==> src/rtl/block_match_pkg.sv <==
// Shared FSM state type, coordinate width and cost-width sizing helper for the
// block matcher cost stage.
package block_match_pkg;

  typedef enum logic [1:0] {
    ST_IDLE,
    ST_ACCUM,
    ST_DRAIN,
    ST_PUBLISH
  } state_e;

  localparam int COORD_W = 16;

  // Smallest width that holds every cost from 0 up to width*height.
  function automatic int cost_width(input int width, input int height);
    return $clog2(width * height + 1);
  endfunction

endpackage

==> src/rtl/bm_row_popcount.sv <==
// Combinational population count of one block row (XOR of reference and candidate).
module bm_row_popcount #(
  parameter int WIDTH = 16,
  parameter int CNT_W = $clog2(WIDTH + 1)
) (
  input  logic [WIDTH-1:0] bits_i,
  output logic [CNT_W-1:0] count_o
);

  always_comb begin
    // NOTE: assigning a default before the loop keeps this purely combinational (no latch).
    count_o = '0;
    for (int i = 0; i < WIDTH; i++) begin
      count_o = count_o + CNT_W'(bits_i[i]);
    end
  end

endmodule

==> src/rtl/block_match_cost_min.sv <==
// Hamming-cost pipeline plus running-minimum tracker, one result per search on a
// valid/ready port. Define BM_SECOND_BEST_EN to also track the second-lowest cost.
module block_match_cost_min
  import block_match_pkg::*;
#(
  parameter int BLOCK_WIDTH  = 16,
  parameter int BLOCK_HEIGHT = 16,
  parameter int COST_W       = cost_width(BLOCK_WIDTH, BLOCK_HEIGHT)
) (
  input  logic                            clk,
  input  logic                            reset_n,
  input  logic [BLOCK_WIDTH*BLOCK_HEIGHT-1:0] blk_block,
  input  logic [BLOCK_WIDTH*BLOCK_HEIGHT-1:0] srch_block,
  input  logic [COORD_W-1:0]              coords_in,
  input  logic [15:0]                     blk_index_in,
  input  logic                            blks_valid,
  input  logic                            match_done,
  output logic                            result_valid,
  input  logic                            result_ready,
  output logic [COORD_W-1:0]              best_coords,
  output logic [COST_W-1:0]               best_cost,
  output logic [15:0]                     result_index,
  output logic [COST_W-1:0]               second_cost,
  output logic                            overrun
);

  localparam int ROW_W = $clog2(BLOCK_WIDTH + 1);

  state_e               state_q;
  logic                 match_done_q;
  logic                 accept, drop;
  logic [ROW_W-1:0]     s1_row_d [BLOCK_HEIGHT];
  logic [ROW_W-1:0]     s1_row_q [BLOCK_HEIGHT];
  logic [COORD_W-1:0]   s1_coords_q, s2_coords_q;
  logic                 s1_valid_q, s2_valid_q;
  logic [COST_W-1:0]    s2_cost_d, s2_cost_q;
  logic [15:0]          index_q, result_index_q;
  logic [COST_W-1:0]    min_cost_q, best_cost_q;
  logic [COORD_W-1:0]   min_coords_q, best_coords_q;
  logic                 result_valid_q, overrun_q;
`ifdef BM_SECOND_BEST_EN
  logic [COST_W-1:0]    second_q, result_second_q;
`endif

  // Beats are only legal while idle (search start) or accumulating.
  assign accept = blks_valid && (state_q == ST_IDLE || state_q == ST_ACCUM);
  assign drop   = blks_valid && !accept;

  for (genvar r = 0; r < BLOCK_HEIGHT; r++) begin : g_row
    bm_row_popcount #(.WIDTH(BLOCK_WIDTH), .CNT_W(ROW_W)) u_pop (
      .bits_i  (blk_block[r*BLOCK_WIDTH +: BLOCK_WIDTH] ^ srch_block[r*BLOCK_WIDTH +: BLOCK_WIDTH]),
      .count_o (s1_row_d[r])
    );
  end

  always_comb begin
    s2_cost_d = '0;
    for (int r = 0; r < BLOCK_HEIGHT; r++) begin
      s2_cost_d = s2_cost_d + COST_W'(s1_row_q[r]);
    end
  end

  always_ff @(posedge clk or negedge reset_n) begin
    if (!reset_n) begin
      s1_valid_q <= 1'b0;
      s2_valid_q <= 1'b0;
    end else begin
      // NOTE: non-blocking assignments so every stage samples the previous stage's old value.
      s1_valid_q <= accept;
      s2_valid_q <= s1_valid_q;
    end
  end

  // NOTE: payload registers carry no reset; the valid bits above qualify them.
  always_ff @(posedge clk) begin
    if (accept) begin
      s1_row_q    <= s1_row_d;
      s1_coords_q <= coords_in;
    end
    s2_cost_q   <= s2_cost_d;
    s2_coords_q <= s1_coords_q;
  end

  always_ff @(posedge clk or negedge reset_n) begin
    if (!reset_n) begin
      state_q        <= ST_IDLE;
      match_done_q   <= 1'b0;
      index_q        <= '0;
      min_cost_q     <= '1;
      min_coords_q   <= '0;
      result_valid_q <= 1'b0;
      result_index_q <= '0;
      best_cost_q    <= '1;
      best_coords_q  <= '0;
      overrun_q      <= 1'b0;
`ifdef BM_SECOND_BEST_EN
      second_q        <= '1;
      result_second_q <= '1;
`endif
    end else begin
      match_done_q <= match_done;
      if (drop) overrun_q <= 1'b1;

      // The pipeline is always empty in ST_IDLE, so search start never races a compare.
      if (state_q == ST_IDLE && blks_valid) begin
        index_q      <= blk_index_in;
        min_cost_q   <= '1;
        min_coords_q <= '0;
`ifdef BM_SECOND_BEST_EN
        second_q     <= '1;
`endif
      end else if (s2_valid_q) begin
        if (s2_cost_q < min_cost_q) begin
          min_cost_q   <= s2_cost_q;
          min_coords_q <= s2_coords_q;
`ifdef BM_SECOND_BEST_EN
          second_q     <= min_cost_q;
        end else if (s2_cost_q < second_q) begin
          second_q     <= s2_cost_q;
`endif
        end
      end

      if (state_q == ST_PUBLISH) begin
        result_valid_q  <= 1'b1;
        result_index_q  <= index_q;
        best_cost_q     <= min_cost_q;
        best_coords_q   <= min_coords_q;
`ifdef BM_SECOND_BEST_EN
        result_second_q <= second_q;
`endif
        if (result_valid_q && !result_ready) overrun_q <= 1'b1;
      end else if (result_valid_q && result_ready) begin
        result_valid_q <= 1'b0;
      end

      case (state_q)
        ST_IDLE:    if (blks_valid) state_q <= ST_ACCUM;
        ST_ACCUM:   if (match_done && !match_done_q) state_q <= ST_DRAIN;
        ST_DRAIN:   if (!s1_valid_q && !s2_valid_q) state_q <= ST_PUBLISH;
        ST_PUBLISH: state_q <= ST_IDLE;
        default:    state_q <= ST_IDLE;
      endcase
    end
  end

  assign result_valid = result_valid_q;
  assign result_index = result_index_q;
  assign best_cost    = best_cost_q;
  assign best_coords  = best_coords_q;
  assign overrun      = overrun_q;
`ifdef BM_SECOND_BEST_EN
  assign second_cost  = result_second_q;
`else
  assign second_cost  = '1;
`endif

endmodule
==> config.mk <==
export PLATFORM = sky130hd
export DESIGN_NAME = block_match_cost_min
export DESIGN_NICKNAME = d
export VERILOG_FILES = /design/src/rtl/block_match_pkg.sv /design/src/rtl/bm_row_popcount.sv /design/src/rtl/block_match_cost_min.sv
export SDC_FILE = /design/constraint.sdc
export NUM_CORES = 1
export LEC_CHECK = 0
export ABC_AREA = 0
export CAP_MARGIN = 20
export CORE_AREA = 3 3 230 232
export CTS_CLUSTER_SIZE = 30
export DETAILED_ROUTE_END_ITERATION = 8
export DIE_AREA = 0 0 233 235
export GPL_TIMING_DRIVEN = 0
export RECOVER_POWER = 50
export REMOVE_ABC_BUFFERS = 1
export SYNTH_ARGS = -nofsm -noshare
export SYNTH_HDL_FRONTEND = slang
export SYNTH_HIERARCHICAL = 1
export SYNTH_SLANG_ARGS = --single-unit
==> constraint.sdc <==
create_clock -name clk -period 7.7 [get_ports clk]
set_input_delay 1.155 -clock clk [delete_from_list [all_inputs] [get_ports clk]]
set_output_delay 1.155 -clock clk [all_outputs]
set_load 0.05 [all_outputs]
==> results of run 1 <==
-- state kept, by name (all words and copies together), names as in the netlist --
signal and cells:
best_coords 16, best_cost 9, index_q 16, match_done_q 1, min_coords_q 16, min_cost_q 9, overrun 1, result_index 16
result_valid 1, s1_coords_q 16, s1_row_q 80, s1_valid_q 1, s2_coords_q 16, s2_cost_q 9, s2_valid_q 1, state_q 2
-- stage by stage --
step,instances,TNS (ps)
after detailed placement,2929,0
after floorplan,1650,0
after global placement,2921,-103110
after global routing,2972,0
after CTS,2971,0
final,2972,0
-- cell type report --
cell class	count	area [µm²]	share of cell area [%]
multi-input cells	911	10300	40.5
repair buffers	599	6010	23.6
flip-flops and latches	210	5630	22.1
inverters	529	1990	7.78
well taps	680	851	3.33
clock buffers	29	619	2.43
clock inverters	13	81.3	0.319
diodes	1	2.50	0.00980
-- logic make-up after synthesis --
kind of cell,count (synthesis)
XOR/XNOR,291
multiplexers,67
buffers and inverters,554
AND/OR/NAND/NOR,139
adder cells (fa/ha/maj),336
other,1
flip-flops,210
AO/OA/AOI/OAI,69
-- path summary, 6_finish.rpt --
path	slack, ps	cells past startpoint	to
max in group asynchronous	2850	2	best_coords[7]
worst max-delay path	2430	14	s2_cost_q[8]
min in group asynchronous	800	1	result_valid
worst min register to register	340	0	s2_coords_q[2]
worst max register to register	2430	14	s2_cost_q[8]
worst min-delay path	340	0	s2_coords_q[2]
-- layer usage --
| metal | share of wire [%] | GRT usage (%) |
|---|---|---|
| met3 | 5.0 | 2.79 |
| met5 | 0.030 | 0 |
| met4 | 1.3 | 2.16 |
| met2 | 55 | 30.9 |
| met1 | 39 | 18.3 |
-- layout by cell type (no fill, tap or decap), types with 3 or more instances in the layout --
| master | Yosys | routed |
|---|---|---|
| xor2_1 | 257 | 257 |
| xnor2_1 | 34 | 34 |
| a21o_1 | 18 | 18 |
| nand2_1 | 86 | 85 |
| clkbuf_1 | 6 | 10 |
| o21ai_0 | 4 | 4 |
| clkinv_2 | 0 | 6 |
| nor2b_1 | 20 | 20 |
| buf_12 | 2 | 3 |
| mux2i_1 | 25 | 25 |
| dfstp_2 | 18 | 17 |
| clkinv_1 | 0 | 3 |
| dlygate4sd3_1 | 0 | 19 |
| clkbuf_16 | 0 | 24 |
| clkdlybuf4s50_1 | 0 | 571 |
| conb_1 | 1 | 9 |
| nor2_1 | 24 | 24 |
| dfrtp_1 | 71 | 71 |
| a21oi_1 | 4 | 5 |
| fa_1 | 226 | 226 |
| edfxtp_1 | 96 | 96 |
| mux2_2 | 41 | 41 |
| inv_1 | 529 | 529 |
| o21a_1 | 16 | 16 |
| nand2b_1 | 3 | 3 |
| a21oi_2 | 17 | 17 |
| dfxtp_1 | 25 | 25 |
| ha_1 | 110 | 110 |
-- worst max-delay path, delay by kind of cell (launching register included) --
family,cells,cell delay [ps]
compound gates,3,580
simple gates,1,150
buf+inv,2,110
fa+ha+maj,8,3810
flops,1,460
==> flow_metrics.py, run 1 <==
metrics = {
    "run_status": {
        "status": "complete, but fails checks",
        "violations": "max-capacitance violations, max-slew violations",
    },
    "clocking": {
        "cts_tree": "done",
        "h-tree-depth": 1,
        "clk_latency_ps": 530,
        "cts-root-buf": "clkbuf_16",
        "postCtsHoldBufs": 0,
        "post_cts_resized": 0,
        "clock-sinks": 210,
        "cts_buffer_depth": 3,
        "cts.clk_slew.worst_paths_ps": 60,
        "cts_setup_buffers": 0,
        "cts_buffers": 24,
    },
    "placed_design": {
        "numPortBuffers": 591,
        "dp_worst_setup_slack_ps": 2410,
        "place_hpwl_mm": 38.2,
        "place_area_mm2": 0.0249,
        "gp_congestion": 0.785,
    },
    "yosys": {
        "post_synth_mux_area_share_pct": 3.99,
        "synth.area.top_cells": "fa_1 (25%), edfxtp_1 (16%), xor2_1 (12%), inv_1 (11%), dfrtp_1 (9.8%)",
        "synth-compound-area-share_pct": 3.05,
        "synth-seq-cells": 210,
        "async_reset_ff_share_pct": 42.4,
        "synthXorXnorAreaFrac_pct": 14.1,
        "synth-adder-area-share_pct": 32.6,
        "synth_edf_count": 96,
        "yosys.area.top_type": "fa_1",
        "synthFlopType": "edfxtp_1",
        "syn_avg_cell_area_um2": 10.9,
        "yosys.area_share.simple_pct": 3.30,
        "synthTopCellsByCount": "inv_1 (529), xor2_1 (257), fa_1 (226)",
        "synth.most_common_cell": "inv_1",
        "ys.warnings.count": 6,
        "syn_inst": 1667,
        "seq_area_frac_synth_pct": 31.1,
        "synth_top_family_by_area": "adder cells",
        "yosysTopAreaCellShare_pct": 25.0,
        "ys_types": 42,
        "synth_area_mm2": 0.0181,
    },
    "critical_path": {
        "slowest_stage": "fa_1",
        "arrival_ps": 5650,
        "crit_top_cell": "fa_1",
        "endpoint_kind": "register",
        "start_kind": "register",
        "rr_startpoint": "s1_row_q[2]",
        "critPathMaxStageDelay_ps": 560,
        "cp-startpoint": "s1_row_q[2]",
        "worst-path-max-fanout": 3,
        "path_class": "reg -> reg",
        "cp.required_ps": 8080,
        "crit_chain": "fa_1 -> inv_1 -> fa_1 -> fa_1 -> fa_1 -> fa_1 -> inv_1 -> fa_1 -> ha_1 -> fa_1 -> a21o_1 -> a21oi_1 -> nand2b_1 -> o311ai_1",
    },
    "route": {
        "ant_nets": 0,
        "drt_iter0_drc": 329,
        "wl_mm": 42.9,
        "route.detailed.wl_per_inst_um": 14.4,
        "via_per_inst": 4.17,
        "drc_errors": 0,
        "first_pass_iters": 4,
        "dr_total_vias": 12400,
    },
    "cells_and_area": {
        "final_util_pct": 49.9,
        "final_area_mm2": 0.0255,
        "drive_gt1_share_pct": 5.11,
        "nets": 3160,
        "area_growth_pct": 40.9,
        "nFillCells": 4742,
    },
    "timing": {
        "slew_viol_final": 119,
        "period_share_pct": 68.4,
        "tightest_slew_ps": 3670,
        "fmax_mhz": 190,
        "rsz0062_at_grt": "no",
        "fin_worst_skew_ps": 6.51,
        "fin_hold_ws_ps": 336,
        "fin_crit_ps": 5270,
        "relSlewSlack_pct": -145,
        "hold_viol_final": 0,
        "fin_ws_ps": 2430,
        "setup_viol": 0,
    },
    "floorplanning": {
        "placeableCoreArea_mm2": 0.0512,
        "num_rows": 83,
        "die_x_um": 233,
        "pin_count": 601,
        "initial_utilization_pct": 35.4,
        "die_h_um": 235,
        "die-area_mm2": 0.0548,
    },
    "min_path": {
        "hp-class": "reg -> reg",
        "holdCritStartpoint": "s1_coords_q[2]",
    },
    "global_routing": {
        "track_usage_pct": 15.9,
        "antenna_found_initial": 2,
        "grt_overflow": 0,
        "grt_pass1_vias": 14100,
        "grt_max_degree": 71,
        "grt_pass1_wl_mm": 69.6,
    },
    "run": {
        "max-cap-violations": 3,
    },
}
Power of run 1 is left out: the tool's default activity adds up to more than one toggle a clock period on the data nets, which glitch-free logic cannot reach.
==> run 2, diff against run 1 <==
==> constraint.sdc (replaced) <==
create_clock -name clk -period 5.1 [get_ports clk]
set_input_delay 0.765 -clock clk [delete_from_list [all_inputs] [get_ports clk]]
set_output_delay 0.765 -clock clk [all_outputs]
set_load 0.05 [all_outputs]
==> flow_metrics.py, run 2 (synthesized netlist as in run 1, its figures left out) <==
metrics = {
    "cells_and_area": {
        "nets": 3161,
        "final_common_cell": "clkdlybuf4s50_1",
        "top_register": "s1_row_q",
        "nFillCells": 4731,
        "largest_reg_flops": 80,
        "drive_gt1_share_pct": 5.67,
        "multi_input_area_mm2": 0.0104,
        "area_growth_pct": 41.3,
        "regArea_mm2": 0.00563,
        "final_cell_mix": "clkdlybuf4s50_1 (573), inv_1 (526), xor2_1 (257), fa_1 (225), ha_1 (109)",
    },
    "clocking": {
        "cts.clk_slew.worst_paths_ps": 60,
        "cts_tree": "done",
        "cts_buffers": 24,
        "cts_buffer_depth": 3,
        "cts-root-buf": "clkbuf_16",
        "clk_latency_ps": 530,
        "h-tree-depth": 1,
        "clock-sinks": 210,
    },
    "run_status": {
        "status": "complete, but fails checks",
        "violations": "max-capacitance violations, max-slew violations",
    },
    "floorplanning": {
        "die-area_mm2": 0.0548,
        "die_x_um": 233,
        "die_h_um": 235,
        "initial_utilization_pct": 35.4,
        "placeableCoreArea_mm2": 0.0512,
        "pin_count": 601,
        "num_rows": 83,
    },
    "placed_design": {
        "gp_congestion": 0.785,
        "numPortBuffers": 591,
        "place_hpwl_mm": 38.2,
    },
    "min_path": {
        "min_delay_worst_endpoint": "s2_coords_q[2]",
        "holdCritStartpoint": "s1_coords_q[2]",
        "hp-class": "reg -> reg",
        "min_path_cells": 0,
    },
    "critical_path": {
        "worst-path-max-fanout": 3,
        "cp.required_ps": 5490,
        "timing.rr.end": "s2_cost_q[8]",
        "rr_worst_depth": 16,
        "r2r_setup_slack_ps": 50,
        "path_class": "reg -> reg",
        "arrival_ps": 5430,
        "cp-startpoint": "s1_row_q[62]",
        "start_kind": "register",
        "rr_startpoint": "s1_row_q[62]",
        "endpoint_kind": "register",
    },
    "timing": {
        "setup_viol": 0,
        "period_share_pct": 99.0,
        "tightest_slew_ps": 3130,
        "fmax_mhz": 198,
        "fin_worst_skew_ps": 6.71,
        "fin_hold_ws_ps": 336,
        "fin_crit_ps": 5050,
        "relSlewSlack_pct": -109,
        "slew_viol_final": 141,
        "rsz0062_at_grt": "yes",
        "hold_viol_final": 0,
    },
    "route": {
        "dr_total_vias": 12400,
        "via_per_inst": 4.17,
        "ant_nets": 0,
        "wl_mm": 42.9,
        "drc_errors": 0,
        "first_pass_iters": 4,
        "route.detailed.wl_per_inst_um": 14.4,
        "drt_iter0_drc": 333,
    },
    "global_routing": {
        "grt_max_degree": 71,
        "grt_pass1_wl_mm": 69.6,
        "antenna_found_initial": 2,
        "grt_overflow": 0,
        "grt_pass1_vias": 14100,
        "track_usage_pct": 15.9,
    },
    "run": {
        "max-cap-violations": 3,
    },
}
run 2: metrics by stage:
| step | util [%] | setup slack, ps | setup TNS [ps] | std cells | instance area [µm²] |
|---|---|---|---|---|---|
| finish | 50.0 | 51.9 | 0 | 2973 | 25600 |
| global route | 50.0 | -77.3 | -101 | 2973 | 25600 |
| CTS | 50.1 | 6.76 | 0 | 2971 | 25600 |
| detailed placement | 48.7 | -188 | -194 | 2929 | 24900 |
| global placement | 48.3 | -3380 | -317590 | 2921 | 24700 |
| floorplan | - | -506 | -48090 | 1650 | 18000 |
run 2: per-layer routing:
metal | vias up | routed length (µm) | track usage [%]
met3 | 41 | 2170 | 2.79
met2 | 302 | 23700 | 30.9
met4 | 2 | 530 | 2.16
li1 | 6056 | - | -
met5 | - | 13 | 0
met1 | 5986 | 16500 | 18.3
run 2: how the worst max path moves through the flow:
| stage | cells past startpoint | slack [ps] | end |
|---|---|---|---|
| 2_1_floorplan | 4 | -510 | s1_valid_q |
| 3_3_place_gp | 2 | -3380 | s1_valid_q |
| 3_5_place_dp | 14 | -190 | s2_cost_q[8] |
| 4_1_cts | 16 | 7 | s2_cost_q[8] |
| 5_1_grt | 16 | -80 | s2_cost_q[8] |
| 6_report | 16 | 50 | s2_cost_q[8] |
run 2: worst max-delay path, cell delays in order, from the launching register on:
cell	delay [ps]
edfxtp_1	390
fa_1	580
inv_2	50
fa_1	550
inv_2	50
fa_1	490
inv_2	40
fa_1	500
fa_1	510
inv_1	50
fa_1	460
ha_2	230
fa_2	400
a21o_1	190
a21oi_4	170
nand2b_4	150
o311ai_4	80
run 2: timing repair:
action | in CTS | in global routing
resized for setup | 3 | 9
hold endpoints to repair | 0 | 0
endpoints found under the setup margin | 2 | 2
pin swaps | 3 | 10
hold buffers | 0 | 0
buffers inserted | 0 | 1
run 2: layout make-up:
| class | instances | area share [%] |
|---|---|---|
| Multi-Input combinational cell | 911 | 40.7 |
| Timing Repair Buffer | 600 | 23.5 |
| Sequential cell | 210 | 22.0 |
| Inverter | 529 | 7.76 |
| Tap cell | 680 | 3.32 |
| Clock buffer | 29 | 2.42 |
| Clock inverter | 13 | 0.318 |
| Antenna cell | 1 | 0.00978 |
Power of run 2 is left out for the same reason.
